## config.mk

```make
export PLATFORM = sky130hd
export DESIGN_NAME = vga_timing_gen
export DESIGN_NICKNAME = d
export VERILOG_FILES = /design/src/rtl/vga_pkg.sv /design/src/rtl/wrap_counter.sv /design/src/rtl/vga_timing_gen.sv
export SDC_FILE = /design/constraint.sdc
export NUM_CORES = 1
export LEC_CHECK = 0
export CELL_PAD_IN_SITES_DETAIL_PLACEMENT = 0
export CELL_PAD_IN_SITES_GLOBAL_PLACEMENT = 1
export CORE_MARGIN = 2
export CORE_UTILIZATION = 30
export DETAILED_ROUTE_END_ITERATION = 8
export GPL_ROUTABILITY_DRIVEN = 0
export PLACE_DENSITY = 0.62
export SYNTH_ARGS = -nofsm -noshare
export SYNTH_HDL_FRONTEND = slang
export SYNTH_SLANG_ARGS = --single-unit
```

## constraint.sdc

```tcl
create_clock -name clk -period 3.3 [get_ports clk]
set_clock_uncertainty 0.15 [all_clocks]
set_input_delay 0.33 -clock clk [delete_from_list [all_inputs] [get_ports clk]]
set_output_delay 0.33 -clock clk [all_outputs]
set_load 0.03 [all_outputs]
```

## src/rtl/vga_pkg.sv

```systemverilog
// Shared 640x480@60 raster constants and the coordinate widths used by the render stage.
package vga_pkg;

    localparam int H_ACTIVE = 640;
    localparam int H_FP     = 16;
    localparam int H_SYNC   = 96;
    localparam int H_BP     = 48;
    localparam int V_ACTIVE = 480;
    localparam int V_FP     = 10;
    localparam int V_SYNC   = 2;
    localparam int V_BP     = 33;

    localparam bit HSYNC_POL = 1'b0;
    localparam bit VSYNC_POL = 1'b0;
    localparam int CLK_DIV   = 1;

    localparam int H_TOTAL = H_ACTIVE + H_FP + H_SYNC + H_BP;
    localparam int V_TOTAL = V_ACTIVE + V_FP + V_SYNC + V_BP;

    // END values are exclusive: sync is asserted for START <= cnt < END.
    localparam int HSYNC_START = H_ACTIVE + H_FP;
    localparam int HSYNC_END   = HSYNC_START + H_SYNC;
    localparam int VSYNC_START = V_ACTIVE + V_FP;
    localparam int VSYNC_END   = VSYNC_START + V_SYNC;

    localparam int X_W   = 10;
    localparam int Y_W   = 9;
    localparam int CNT_W = 10;

endpackage

```

## src/rtl/wrap_counter.sv

```systemverilog
// Modulo-(MAX+1) counter. load_max outranks reset so the raster counters can
// come out of reset parked on their last value, one step before (0,0).
module wrap_counter
    import vga_pkg::*;
#(
    parameter int MAX = 1,
    parameter int W   = (MAX < 1) ? 1 : $clog2(MAX + 1)
) (
    input  logic         clk,
    input  logic         rst_n,
    input  logic         inc,
    input  logic         load_max,
    output logic [W-1:0] count,
    output logic         wrap
);

    localparam logic [W-1:0] MAX_V = W'(MAX);
    localparam logic [W-1:0] ONE   = W'(1);

    assign wrap = (count == MAX_V);

    always_ff @(posedge clk) begin
        if (load_max)
            count <= MAX_V;
        else if (!rst_n)
            count <= '0;
        else if (inc)
            count <= wrap ? '0 : count + ONE;
    end

endmodule

```

## src/rtl/vga_timing_gen.sv

```systemverilog
// VGA raster timing: divided pixel tick drives horizontal/vertical counters;
// every output is registered from the post-tick counter values so they move together.
module vga_timing_gen
    import vga_pkg::*;
#(
    parameter int H_ACTIVE  = vga_pkg::H_ACTIVE,
    parameter int H_FP      = vga_pkg::H_FP,
    parameter int H_SYNC    = vga_pkg::H_SYNC,
    parameter int H_BP      = vga_pkg::H_BP,
    parameter int V_ACTIVE  = vga_pkg::V_ACTIVE,
    parameter int V_FP      = vga_pkg::V_FP,
    parameter int V_SYNC    = vga_pkg::V_SYNC,
    parameter int V_BP      = vga_pkg::V_BP,
    parameter bit HSYNC_POL = vga_pkg::HSYNC_POL,
    parameter bit VSYNC_POL = vga_pkg::VSYNC_POL,
    parameter int CLK_DIV   = vga_pkg::CLK_DIV
) (
    input  logic           clk,
    input  logic           rst_n,
    output logic [X_W-1:0] x,
    output logic [Y_W-1:0] y,
    output logic           active,
    output logic           hsync,
    output logic           vsync,
    output logic           pix_en,
    output logic           line_start,
    output logic           frame_start
);

    localparam int H_TOT = H_ACTIVE + H_FP + H_SYNC + H_BP;
    localparam int V_TOT = V_ACTIVE + V_FP + V_SYNC + V_BP;
    localparam int DIV_W = (CLK_DIV <= 1) ? 1 : $clog2(CLK_DIV);

    localparam logic [CNT_W-1:0] CNT_ONE = CNT_W'(1);
    localparam logic [CNT_W-1:0] H_ACT_C = CNT_W'(H_ACTIVE);
    localparam logic [CNT_W-1:0] V_ACT_C = CNT_W'(V_ACTIVE);
    localparam logic [CNT_W-1:0] HS_LO   = CNT_W'(H_ACTIVE + H_FP);
    localparam logic [CNT_W-1:0] HS_HI   = CNT_W'(H_ACTIVE + H_FP + H_SYNC);
    localparam logic [CNT_W-1:0] VS_LO   = CNT_W'(V_ACTIVE + V_FP);
    localparam logic [CNT_W-1:0] VS_HI   = CNT_W'(V_ACTIVE + V_FP + V_SYNC);

    logic [DIV_W-1:0] div_cnt;
    logic [CNT_W-1:0] h_cnt, v_cnt, h_nxt, v_nxt;
    logic             tick, h_wrap, v_wrap, h_inc;
    logic             row_act, pix_act, hs_on, vs_on;
    logic             unused_div;

    assign unused_div = ^div_cnt;
    assign h_inc      = tick & h_wrap;

    wrap_counter #(.MAX(CLK_DIV - 1), .W(DIV_W)) u_div (
        .clk      (clk),
        .rst_n    (rst_n),
        .inc      (1'b1),
        .load_max (1'b0),
        .count    (div_cnt),
        .wrap     (tick)
    );

    wrap_counter #(.MAX(H_TOT - 1), .W(CNT_W)) u_hcnt (
        .clk      (clk),
        .rst_n    (rst_n),
        .inc      (tick),
        .load_max (~rst_n),
        .count    (h_cnt),
        .wrap     (h_wrap)
    );

    wrap_counter #(.MAX(V_TOT - 1), .W(CNT_W)) u_vcnt (
        .clk      (clk),
        .rst_n    (rst_n),
        .inc      (h_inc),
        .load_max (~rst_n),
        .count    (v_cnt),
        .wrap     (v_wrap)
    );

    // Mirror of the counters' next state so outputs decode the values being loaded.
    always_comb begin
        h_nxt = h_wrap ? '0 : h_cnt + CNT_ONE;
        v_nxt = v_cnt;
        if (h_wrap)
            v_nxt = v_wrap ? '0 : v_cnt + CNT_ONE;
        row_act = (v_nxt < V_ACT_C);
        pix_act = row_act && (h_nxt < H_ACT_C);
        hs_on   = (h_nxt >= HS_LO) && (h_nxt < HS_HI);
        vs_on   = (v_nxt >= VS_LO) && (v_nxt < VS_HI);
    end

    always_ff @(posedge clk) begin
        if (!rst_n) begin
            x           <= '0;
            y           <= '0;
            active      <= 1'b0;
            hsync       <= ~HSYNC_POL;
            vsync       <= ~VSYNC_POL;
            pix_en      <= 1'b0;
            line_start  <= 1'b0;
            frame_start <= 1'b0;
        end else begin
            pix_en      <= tick;
            line_start  <= tick & h_wrap;
            frame_start <= tick & h_wrap & v_wrap;
            if (tick) begin
                x      <= pix_act ? h_nxt : '0;
                y      <= row_act ? v_nxt[Y_W-1:0] : '0;
                active <= pix_act;
                hsync  <= hs_on ^ ~HSYNC_POL;
                vsync  <= vs_on ^ ~VSYNC_POL;
            end
        end
    end

endmodule

```

[Word-level counts from Yosys, hierarchy flattened]
Index checks and enable logic that the tools add are counted.
Operators by class
  $lt $le $gt $ge: 6
  mux-type cells: 5
  bitwise logic cells: 5
  add/subtract/negate cells: 3
  equality and inequality tests: 2
  reductions and logical operators: 4
Operators with widths (count)
  $mux 10: 4
  $add 10x1->10 const B: 2
  $eq 10x10->1 const B: 2
  $lt 10x10->1 const B: 2
  $lt 10x9->1 const B: 2
  $ge 10x10->1 const B: 1
  $ge 10x9->1 const B: 1
  $mux 9: 1
  $logic_and 1x1->1: 3
  $not 1->1: 3
  $and 1x1->1: 2
  $reduce_and 2->1: 1
  $add 1x1->1 const B: 1
Word-level totals
  output and inout port bits: 25
  logic and storage cells: 36
  bits of input ports: 2
  register bits: 46

[Depth between registers and ports, before layout]
Gate-level depths: netlist of run 1.
  depth after elaboration: 6
  gate-level depth with buffers: 10
  mapped depth without buffers: 8

[By module]
A second synthesis of run 1 with hierarchy kept.
Unflattened totals
  cell total of the unflattened synthesis: 331
  area total of the unflattened synthesis: 2720.1 um^2
Modules (own cells, without submodules)
  vga_timing_gen: area an instance 1537.7 um^2, seq. area each 500.5 um^2, times used 1, cells an instance 192
  wrap_counter at u_vcnt: area an instance 630.6 um^2, seq. area each 200.2 um^2, times used 1, cells an instance 70
  wrap_counter at u_hcnt: area an instance 529.3 um^2, seq. area each 200.2 um^2, times used 1, cells an instance 65
  wrap_counter at u_div: area an instance 22.5 um^2, seq. area each 0.0 um^2, times used 1, cells an instance 4

[Worst setup path after synthesis of run 1]
OpenSTA, ideal clock, no wires.
  path kind: register -> register
  start: register u_hcnt.count[0]
  end: register x[1]
  clock period less this slack: 2.407 ns
  stages on the path, launching flop included: 11
  required time: 3.033 ns
  path buffers: 3
  slack: 0.893 ns
  setup time: 0.117 ns
  arrival time: 2.139 ns
  path through: dfxtp_1 > ha_1 > and4_1 > buf_6 > and3_1 > buf_2 > mux2_4 > o21ai_2 > a21oi_4 > buf_6 > a32o_1
On the way
  longest elaborated chain between the ends: 5
  elaborated cells between the ends (all ways): 8
  classes of those cells: add/sub: 1; order compare: 2; eq/ne: 1; mux: 3; reduce/logical: 1
Ends and longest elaborated chain
  from (decl): RTL line wrap_counter.sv:13  | output logic [W-1:0] count,
  from (signal assigned): RTL line wrap_counter.sv:28  | count <= wrap ? '0 : count + ONE;
  $add 10x1->10 / $eq 10x10->1 (equally long branches): RTL line vga_timing_gen.sv:80, wrap_counter.sv:20
  $mux 10 (on tied branches): RTL line vga_timing_gen.sv:80, vga_timing_gen.sv:82
  $lt 10x10->1 / $lt 10x9->1 (equally long branches): RTL line vga_timing_gen.sv:85, vga_timing_gen.sv:84
  $logic_and 1x1->1: RTL line vga_timing_gen.sv:85  | pix_act = row_act && (h_nxt < H_ACT_C);
  $mux 10 (*): RTL line vga_timing_gen.sv:105  | x <= pix_act ? h_nxt : '0;
  to (signal assigned): RTL line vga_timing_gen.sv:105
  to (decl): RTL line vga_timing_gen.sv:20  | output logic [X_W-1:0] x,
Mark *: on every way between the ends. The rest lies on a longest branch, timed or not.
A chain may end at the register's enable or synchronous reset.

[Final worst setup path of run 1]
  start: register u_hcnt.count[0]
  end: register x[0]
Same word-level chain as after synthesis.

==> metrics.cfg, run 1 <==
[place]
dpl_cell_area_um2=2780
dp_hpwl_um=4530
port_buffers=26

[critical_path]
cp-start-kind=flip-flop
cp.required_ps=3380
cp.buffers_inverters=0
slowest_stage=a2111oi_4
cp_slowest_stage_delay_ps=700
path_delay_family=compound AO/OA/AOI/OAI gates
crit_path_max_fanout=8
setup.worst_path.class=reg2reg
arrival_ps=2850
path_cells=ha_1 -> and4_1 -> mux2i_2 -> nand2_2 -> a2111oi_4 -> nand4_2 -> o21ai_1
cp-end-kind=flip-flop

[power]
power_frac_seq_pct=43.7
p_int_uw=935
powerDensity_nw_per_um2=510
p_leak_nw=1.02
ir_drop_uv=164
pwr-share-comb_pct=31.3
clkPwrFrac_pct=24.9
sw_frac_of_total_pct=36.1
power.switching_uw=529

[sta]
worst_slew_pin_slew_ps=819
post-route-period-util_pct=83.8
final-setup-viol-count=0
final_hold_viol_count=0
fin_crit_ps=2770
rsz0062_at_grt=no
relSlewSlack_pct=45.4
max_freq_mhz=361
drv_slew=0
setup_tns_ps=0

[cells_and_area]
finish.utilization_pct=35.5
area_growth_pct=16.9
final_nets=306
fillers=872
finalInstanceArea_um2=2870
n_antenna_cell=0
regArea_um2=921
drive_gt1_share_pct=7.95
multi_input_area_um2=1390

[drt]
wire_per_inst_um=15.3
via_per_inst=5.31
ant_nets=0
drtPass1Iterations=5
vias=2161
drc=0
drt-initial-drc-count=104
wl_um=6230

[clock_tree]
cts_hold_buffers=0
ctsResizeCount=0
clkTransAtPathRegs_ps=80
htree_num_levels=2
post_cts_buffers=0
numCtsBuffers=5
root_buffer=clkbuf_8
clk_latency_ps=300
clock_sinks=46
cts_buffer_depth=2
cts_tree=done

[floorplan]
chipHeight_um=94.5
core_area_um2=8090
die_area_um2=8930
die_x_um=94.5
initial_core_util_pct=30.3
io_pins=27
placementRows=33

[global_routing]
grt_use_total_pct=14.4
grt-ovfl-total=0
antenna_found_initial=0
first_global_vias=2016
grt_pass1_wl_um=10200
grt_max_degree=22

[flow_run]
max_cap_violations=0

[logic_synthesis]
yosys-top-cells-area=dfxtp_1 (37%), a32o_1 (6.5%), nand2_1 (5.2%), nand3_1 (3.1%), nor2_1 (2.6%)
ys_types=59
synth_seq_cells=46
yosysSeqAreaShare_pct=37.5
synthArstFlopShare_pct=0
syn_inst=285
syn-cell-area_um2=2460
synth_top_area_share_pct=37.5
synth_flop_cell=dfxtp_1
synth_area_per_cell_um2=8.62
synth_edf_count=0
yosysTopAreaCell=dfxtp_1
yosysWarnings=0
syn_nets=290

[run_status]
status=complete, no violations

[min_path]
hp-class=reg2reg

==> power by group through the flow <==
stage	Clock (mW)	Sequential, mW	Combinational, mW
after floorplan	0	0.657	0.337
after global placement	0	0.652	0.464
after detailed placement	0	0.652	0.462
after CTS	0.377	0.639	0.465
after global routing	0.399	0.647	0.506
final	0.365	0.640	0.459
==> stage by stage <==
stage / power [mW] / hold slack, ps / setup WS (ps) / instances
after global placement: 1.12 / 295 / 543 / 399
after floorplan: 0.994 / 329 / 893 / 285
after CTS: 1.48 / 318 / 524 / 407
final: 1.46 / 312 / 533 / 407
after global routing: 1.55 / 335 / 360 / 407
after detailed placement: 1.11 / 306 / 560 / 399
==> final cells by class <==
cell class / instances / share of cell area, %
clock buffer: 7 / 3.01
sequential: 46 / 32.1
clock inverter: 1 / 0.174
timing repair buffer: 33 / 10.9
multi-input combinational: 208 / 48.4
tap: 105 / 4.58
inverter: 7 / 0.915
==> worst register-to-register path, delay by kind of cell, from the launching register on <==
kind                       cells  cell delay, ps
adders and majority gates      1             250
muxes                          1             290
DFF                            1             420
AOI/OAI and AO/OA              2             870
and+or+nand+nor                3             710
==> flip-flops by register name, indices dropped and copies added, names as in the netlist <==
name / count
hsync: 1
vsync: 1
pix_en: 1
y: 9
u_div.count: 1
line_start: 1
x: 10
u_hcnt.count: 10
active: 1
frame_start: 1
u_vcnt.count: 10
==> synthesized netlist by cell type, types with 3 or more instances <==
| library cell | number |
|---|---|
| clkbuf_1 | 15 |
| inv_1 | 6 |
| ha_1 | 3 |
| nor2_1 | 17 |
| xnor2_1 | 6 |
| a21oi_1 | 8 |
| buf_6 | 3 |
| nor2b_1 | 5 |
| nor3_1 | 6 |
| a32o_1 | 16 |
| buf_2 | 6 |
| and4_1 | 4 |
| nand2_1 | 34 |
| a21boi_1 | 3 |
| o21ai_1 | 4 |
| nand3b_1 | 3 |
| nand4_1 | 5 |
| o21ai_0 | 11 |
| nand2b_1 | 3 |
| a21o_1 | 3 |
| xor2_1 | 7 |
| and2_1 | 3 |
| dfxtp_1 | 46 |
| or3_1 | 5 |
| a21boi_0 | 3 |
| nand3_1 | 15 |
| nor4_1 | 3 |
==> kinds of logic after synthesis <==
family                   count (synthesis)  synth area share (%)
AND/OR/NAND/NOR                        115                  25.3
other                                    1                 0.153
adder cells (fa/ha/maj)                  3                  1.53
AO/OA/AOI/OAI                           72                  23.0
multiplexers                             4                  1.99
flip-flops                              46                  37.5
buffers and inverters                   31                  5.96
XOR/XNOR                                13                  4.64
==> metal layers <==
| layer | vias up | global-route usage [%] | part of all wire [%] |
|---|---|---|---|
| met4 | 0 | 3.99 | 1.3 |
| met3 | 7 | 2.23 | 4.1 |
| met1 | 1029 | 19.7 | 50 |
| li1 | 1073 | - | - |
| met5 | - | 0 | 0 |
| met2 | 52 | 23.6 | 44 |
==> layout by cell type, fill, tap and decap left out, types with 3 or more instances in the layout <==
cell type / netlist / layout
buf_4: 0 / 7
ha_1: 3 / 3
a32o_1: 16 / 16
nor2b_1: 5 / 5
xnor2_1: 6 / 6
o21ai_0: 11 / 11
nor3_1: 6 / 6
clkdlybuf4s50_1: 0 / 26
a21o_1: 3 / 3
a21oi_1: 8 / 8
a21boi_1: 3 / 3
a21boi_0: 3 / 3
nand4_1: 5 / 5
inv_1: 6 / 6
clkbuf_8: 0 / 6
o21ai_1: 4 / 4
and4_1: 4 / 4
or3_1: 5 / 5
and2_1: 3 / 3
dfxtp_1: 46 / 46
nand3_1: 15 / 15
nand2b_1: 3 / 3
nor4_1: 3 / 3
nor2_1: 17 / 17
xor2_1: 7 / 7
nand3b_1: 3 / 3
nand2_1: 34 / 34
==> path summary, 6_finish.rpt <==
kind                    from  endpoint  slack [ps]  cells after the start
min reg2reg             x[3]      x[3]         310                      2
max          u_hcnt.count[0]      x[0]         530                      7
max reg2reg  u_hcnt.count[0]      x[0]         530                      7
min                     x[3]      x[3]         310                      2
Note: power is estimated with default switching activity, not from simulation.
==> inputs of run 2 (changes only) <==
==> constraint.sdc (replaced) <==
create_clock -name clk -period 2.6 [get_ports clk]
set_clock_uncertainty 0.15 [all_clocks]
set_input_delay 0.26 -clock clk [delete_from_list [all_inputs] [get_ports clk]]
set_output_delay 0.26 -clock clk [all_outputs]
set_load 0.03 [all_outputs]
==> metrics.cfg, run 2 (synthesis results as in run 1) <==
[global_routing]
grtUsageMet1_pct=21.6  ; was 19.7%
grt_use_total_pct=15.2  ; was 14.4%
grtUsageMet3_pct=2.39  ; was 2.23%
first_global_vias=2094  ; was 2016
grt-ovfl-total=0  ; unchanged
grt_max_degree=21  ; was 22
grt_pass1_wl_um=10700  ; was 10200 um
use_met2_pct=24.5  ; was 23.6%
antenna_found_initial=0  ; unchanged
grt_busiest_layer=met2  ; unchanged

[sta]
fin_crit_ps=2460  ; was 2770 ps
final-setup-viol-count=0  ; unchanged
final_hold_viol_count=0  ; unchanged
whs_ps=309  ; was 312 ps
rsz0062_at_grt=no  ; unchanged
drv_slew=0  ; unchanged
max_freq_mhz=406  ; was 361 MHz
post-route-period-util_pct=94.8  ; was 83.8%
setup_tns_ps=0  ; unchanged

[power]
power_frac_seq_pct=41.9  ; was 43.7%
p_leak_nw=1.08  ; was 1.02 nW
clkPwrFrac_pct=23.6  ; was 24.9%
pwr-share-comb_pct=34.5  ; was 31.3%
powerDensity_nw_per_um2=647  ; was 510 nW/um2
p_int_mw=1.22  ; was 935 uW
sw_frac_of_total_pct=36.7  ; was 36.1%
power_mw=1.93  ; was 1.46 mW
power.switching_uw=706  ; was 529 uW
ir_drop_uv=229  ; was 164 uV

[drt]
drt-initial-drc-count=116  ; was 104
via_per_inst=5.20  ; was 5.31
vias=2179  ; was 2161
wl_um=6400  ; was 6230 um
drtPass1Iterations=5  ; unchanged
ant_nets=0  ; unchanged
drc=0  ; unchanged
wire_per_inst_um=15.3  ; about the same

[cells_and_area]
final_common_cell=dfxtp_1  ; unchanged
n_antenna_cell=0  ; unchanged
instances_no_fill=419  ; was 407
regArea_um2=921  ; unchanged
reg_top3=u_hcnt.count: 10 flops, u_vcnt.count: 10 flops, x: 10 flops  ; unchanged
drive_gt1_share_pct=12.1  ; was 7.95%
area_growth_pct=21.1  ; was 16.9%
fillers=884  ; was 872
multi_input_area_um2=1390  ; about the same
final_cell_mix=dfxtp_1 (46), nand2_1 (34), clkdlybuf4s50_1 (26)  ; unchanged
final_nets=318  ; was 306

[floorplan]
core_area_um2=8090  ; unchanged
chipHeight_um=94.5  ; unchanged
placementRows=33  ; unchanged
io_pins=27  ; unchanged
die_area_um2=8930  ; unchanged
initial_core_util_pct=30.3  ; unchanged
die_x_um=94.5  ; unchanged

[clock_tree]
numCtsBuffers=5  ; unchanged
cts_hold_buffers=0  ; unchanged
cts_buffer_depth=2  ; unchanged
clk_latency_ps=300  ; about the same
htree_num_levels=2  ; unchanged
clkTransAtPathRegs_ps=100  ; was 80 ps
clock_sinks=46  ; unchanged
root_buffer=clkbuf_8  ; unchanged
cts_tree=done  ; unchanged

[flow_run]
max_cap_violations=0  ; unchanged

[place]
port_buffers=26  ; unchanged
placed_cells=409  ; was 399
dp_hpwl_um=4680  ; was 4530 um

[critical_path]
setup.worst_path.class=reg2reg  ; unchanged
cp-start-kind=flip-flop  ; unchanged
arrival_ps=2520  ; was 2850 ps
crit_start=u_hcnt.count[1]  ; was u_hcnt.count[0]
ff2ff_path_depth=8  ; was 7
cp-end-kind=flip-flop  ; unchanged
r2r_end=y[1]  ; was x[0]
crit_path_max_fanout=6  ; was 8
r2r_slack_ps=140  ; was 530 ps
regToRegStartpoint=u_hcnt.count[1]  ; was u_hcnt.count[0]
cp.required_ps=2650  ; was 3380 ps

[min_path]
holdCritStartpoint=x[3]  ; unchanged
hp-class=reg2reg  ; unchanged
worstHoldEndpoint=x[3]  ; unchanged
hold_depth=2  ; unchanged

[run_status]
status=complete, no violations  ; unchanged

-- run 2: changes by cell type in the layout (fill, tap and decap cells not counted) --
cell | before | now
clkbuf_8 | 6 | 5
clkinv_4 | 0 | 1
buf_4 | 7 | 18
and4_2 | 0 | 1
and4_1 | 4 | 3
buf_12 | 0 | 1
clkinvlp_4 | 0 | 1
clkbuf_1 | 1 | 0
-- run 2: layer usage --
layer / vias up / part of all wire, %
li1: 1099 / -
met1: 1038 / 52
met2: 38 / 45
met3: 4 / 3.0
met4: 0 / 0.61
met5: - / 0
-- run 2: what timing repair did --
action,in CTS,in global routing
gates resized for setup,0,1
setup endpoints to repair,0,22
buffers inserted,0,2
-- run 2: power groups by stage --
stage | Combinational [mW] | Clock [mW] | Sequential, mW
floorplan | 0.428 | 0 | 0.834
global placement | 0.623 | 0 | 0.823
detailed placement | 0.626 | 0 | 0.823
CTS | 0.629 | 0.468 | 0.807
global route | 0.732 | 0.504 | 0.817
finish | 0.664 | 0.454 | 0.807
-- run 2: worst max-delay path by stage --
stage,end,slack (ps),cells after the start
floorplan,x[1],190,10
global placement,x[2],190,7
detailed placement,y[6],120,7
CTS,y[6],90,7
global route,u_vcnt.count[5],4,7
finish,y[1],140,8
-- run 2: through the flow --
stage | utilization, % | setup slack [ps] | cell area, um2
after global routing | 36.8 | 4.02 | 2970
after detailed placement | 35.3 | 118 | 2860
after floorplan | - | 193 | 2460
after global placement | 35.3 | 194 | 2860
final | 36.8 | 136 | 2970
after CTS | 36.4 | 91.1 | 2950
-- run 2: area by class of cell --
type | instances | share of cell area, %
Sequential cell | 46 | 31.0
Timing Repair Buffer | 45 | 14.0
Multi-Input combinational cell | 208 | 46.7
Tap cell | 105 | 4.42
Clock inverter | 3 | 0.715
Clock buffer | 5 | 2.31
Inverter | 7 | 0.883
-- run 2: worst max-delay path, stage by stage, from the launching register on --
cell and delay [ps]:
dfxtp_1 380, ha_1 230, and4_2 330, and3_1 290, mux2_4 320, o21ai_2 170
a21oi_4 90, buf_4 160, a32o_1 230
==> inputs of run 3 (changes only) <==
--- a/config.mk
+++ b/config.mk
@@ -5,6 +5,7 @@
 export SDC_FILE = /design/constraint.sdc
 export NUM_CORES = 1
 export LEC_CHECK = 0
+export CAP_MARGIN = 10
 export CELL_PAD_IN_SITES_DETAIL_PLACEMENT = 0
 export CELL_PAD_IN_SITES_GLOBAL_PLACEMENT = 1
 export CORE_MARGIN = 2
==> constraint.sdc (replaced) <==
create_clock -name clk -period 3 [get_ports clk]
set_clock_uncertainty 0.15 [all_clocks]
set_input_delay 0.3 -clock clk [delete_from_list [all_inputs] [get_ports clk]]
set_output_delay 0.3 -clock clk [all_outputs]
set_load 0.03 [all_outputs]
==> metrics.cfg, run 3 (synthesis results as in run 1) <==
[critical_path]
cp-start-kind=flip-flop  ; unchanged
crit_path_max_fanout=8  ; was 6
arrival_ps=2760  ; was 2520 ps
crit_start=u_hcnt.count[0]  ; was u_hcnt.count[1]
cp.required_ps=3080  ; was 2650 ps
regToRegStartpoint=u_hcnt.count[0]  ; was u_hcnt.count[1]
r2r_end=x[3]  ; was y[1]
cp-end-kind=flip-flop  ; unchanged
r2r_slack_ps=320  ; was 140 ps
setup.worst_path.class=reg2reg  ; unchanged
ff2ff_path_depth=7  ; was 8

[power]
power_frac_seq_pct=44.2  ; was 41.9%
power.switching_uw=586  ; was 706 uW
ir_drop_uv=250  ; was 229 uV
clkPwrFrac_pct=23.1  ; was 23.6%
sw_frac_of_total_pct=36.8  ; was 36.7%
p_int_mw=1.01  ; was 1.22 mW
pwr-share-comb_pct=32.8  ; was 34.5%
powerDensity_nw_per_um2=552  ; was 647 nW/um2
p_leak_nw=1.03  ; was 1.08 nW

[clock_tree]
clk_latency_ps=300  ; about the same
clock_sinks=46  ; unchanged
clkTransAtPathRegs_ps=90  ; was 100 ps
cts_hold_buffers=0  ; unchanged
root_buffer=clkbuf_8  ; unchanged
cts_buffer_depth=2  ; unchanged
cts_tree=done  ; unchanged
ctsResizeCount=0  ; unchanged
numCtsBuffers=5  ; unchanged
htree_num_levels=2  ; unchanged
post_cts_buffers=0  ; unchanged

[drt]
wl_um=6200  ; was 6400 um
wire_per_inst_um=15.2  ; was 15.3 um
vias=2150  ; was 2179
drt-initial-drc-count=116  ; unchanged
drc=0  ; unchanged
via_per_inst=5.26  ; was 5.20
drtPass1Iterations=4  ; was 5
ant_nets=0  ; unchanged

[cells_and_area]
fillers=888  ; was 884
reg_top3=u_hcnt.count: 10 flops, u_vcnt.count: 10 flops, x: 10 flops  ; unchanged
drive_gt1_share_pct=8.88  ; was 12.1%
final_nets=309  ; was 318
final_common_cell=dfxtp_1  ; unchanged
final_cell_mix=dfxtp_1 (46), nand2_1 (34), clkdlybuf4s50_1 (26)  ; unchanged
n_antenna_cell=0  ; unchanged
finalInstanceArea_um2=2880  ; was 2970 um2
area_growth_pct=17.3  ; was 21.1%

[sta]
final_hold_viol_count=0  ; unchanged
rsz0062_at_grt=no  ; unchanged
setup_tns_ps=0  ; unchanged
worst_slew_pin_slew_ps=617
relSlewSlack_pct=58.9
fin_crit_ps=2680  ; was 2460 ps
post-route-period-util_pct=89.3  ; was 94.8%
drv_slew=0  ; unchanged
final-setup-viol-count=0  ; unchanged
max_freq_mhz=373  ; was 406 MHz

[global_routing]
grt_use_total_pct=15.1  ; was 15.2%
grtUsageMet1_pct=21.8  ; was 21.6%
grt-ovfl-total=0  ; unchanged
antenna_found_initial=0  ; unchanged
grt_max_degree=22  ; was 21
grt_pass1_wl_um=10700  ; about the same
first_global_vias=2073  ; was 2094
grtUsageMet3_pct=2.47  ; was 2.39%
grt_busiest_layer=met2  ; unchanged
use_met2_pct=23.2  ; was 24.5%

[place]
dpl_cell_area_um2=2800  ; was 2860 um2
dp_hpwl_um=4570  ; was 4680 um
port_buffers=26  ; unchanged

[min_path]
hp-class=reg2reg  ; unchanged
hold_depth=2  ; unchanged
holdCritStartpoint=x[3]  ; unchanged
worstHoldEndpoint=x[3]  ; unchanged

[run_status]
status=complete, no violations  ; unchanged

[flow_run]
max_cap_violations=0  ; unchanged

[floorplan]
core_area_um2=8090  ; unchanged
placementRows=33  ; unchanged
die_x_um=94.5  ; unchanged
io_pins=27  ; unchanged
die_area_um2=8930  ; unchanged
chipHeight_um=94.5  ; unchanged
initial_core_util_pct=30.3  ; unchanged

[run 3: cell count changes in the layout (fill, tap and decap cells not counted)]
cell / before / now
and4_2: 1 / 0
and4_1: 3 / 4
buf_4: 18 / 10
clkinv_4: 1 / 0
clkinv_2: 1 / 2
clkinvlp_4: 1 / 0
buf_12: 1 / 0
[run 3: stage by stage]
| stage | power (mW) | worst slack, ps | util, % | std cells | hold WS, ps |
|---|---|---|---|---|---|
| 6_report | 1.59 | 320 | 35.6 | 409 | 318 |
| 5_1_grt | 1.70 | 93.6 | 35.6 | 409 | 337 |
| 4_1_cts | 1.61 | 303 | 35.6 | 409 | 326 |
| 3_5_place_dp | 1.24 | 314 | 34.6 | 402 | 308 |
| 3_3_place_gp | 1.24 | 410 | 34.6 | 402 | 301 |
| 2_1_floorplan | 1.09 | 593 | - | 285 | 329 |
[run 3: layer usage]
metal | up-vias | wire, um
li1 | 1075 | -
met1 | 1028 | 3180
met2 | 41 | 2720
met3 | 6 | 224
met4 | 0 | 82
met5 | - | 0
[run 3: critical path, cell delays in order, from the launching register on]
cell and delay, ps:
dfxtp_1 420, ha_1 250, and4_1 330, mux2i_2 290
nand2_2 140, a2111oi_4 670, nand4_2 200, o21ai_1 160
[run 3: power groups by stage]
stage               registers [mW]  logic (mW)  clock network [mW]
floorplan                    0.723       0.371                   0
global placement             0.716       0.525                   0
detailed placement           0.717       0.524                   0
CTS                          0.702       0.526               0.385
global route                 0.712       0.577               0.408
finish                       0.703       0.522               0.367
[run 3: how the worst max path moves through the flow]
stage | end | slack [ps]
floorplan | x[1] | 590
global placement | x[3] | 410
detailed placement | x[3] | 310
CTS | x[3] | 300
global route | x[3] | 90
finish | x[3] | 320
[run 3: layout make-up]
class	instances	area (um2)	area share, %
inverters	7	26.3	0.912
well taps	105	131	4.56
flip-flops and latches	46	921	32.0
clock inverters	2	10.0	0.347
multi-input cells	208	1390	48.2
clock buffers	5	68.8	2.39
repair buffers	36	335	11.6
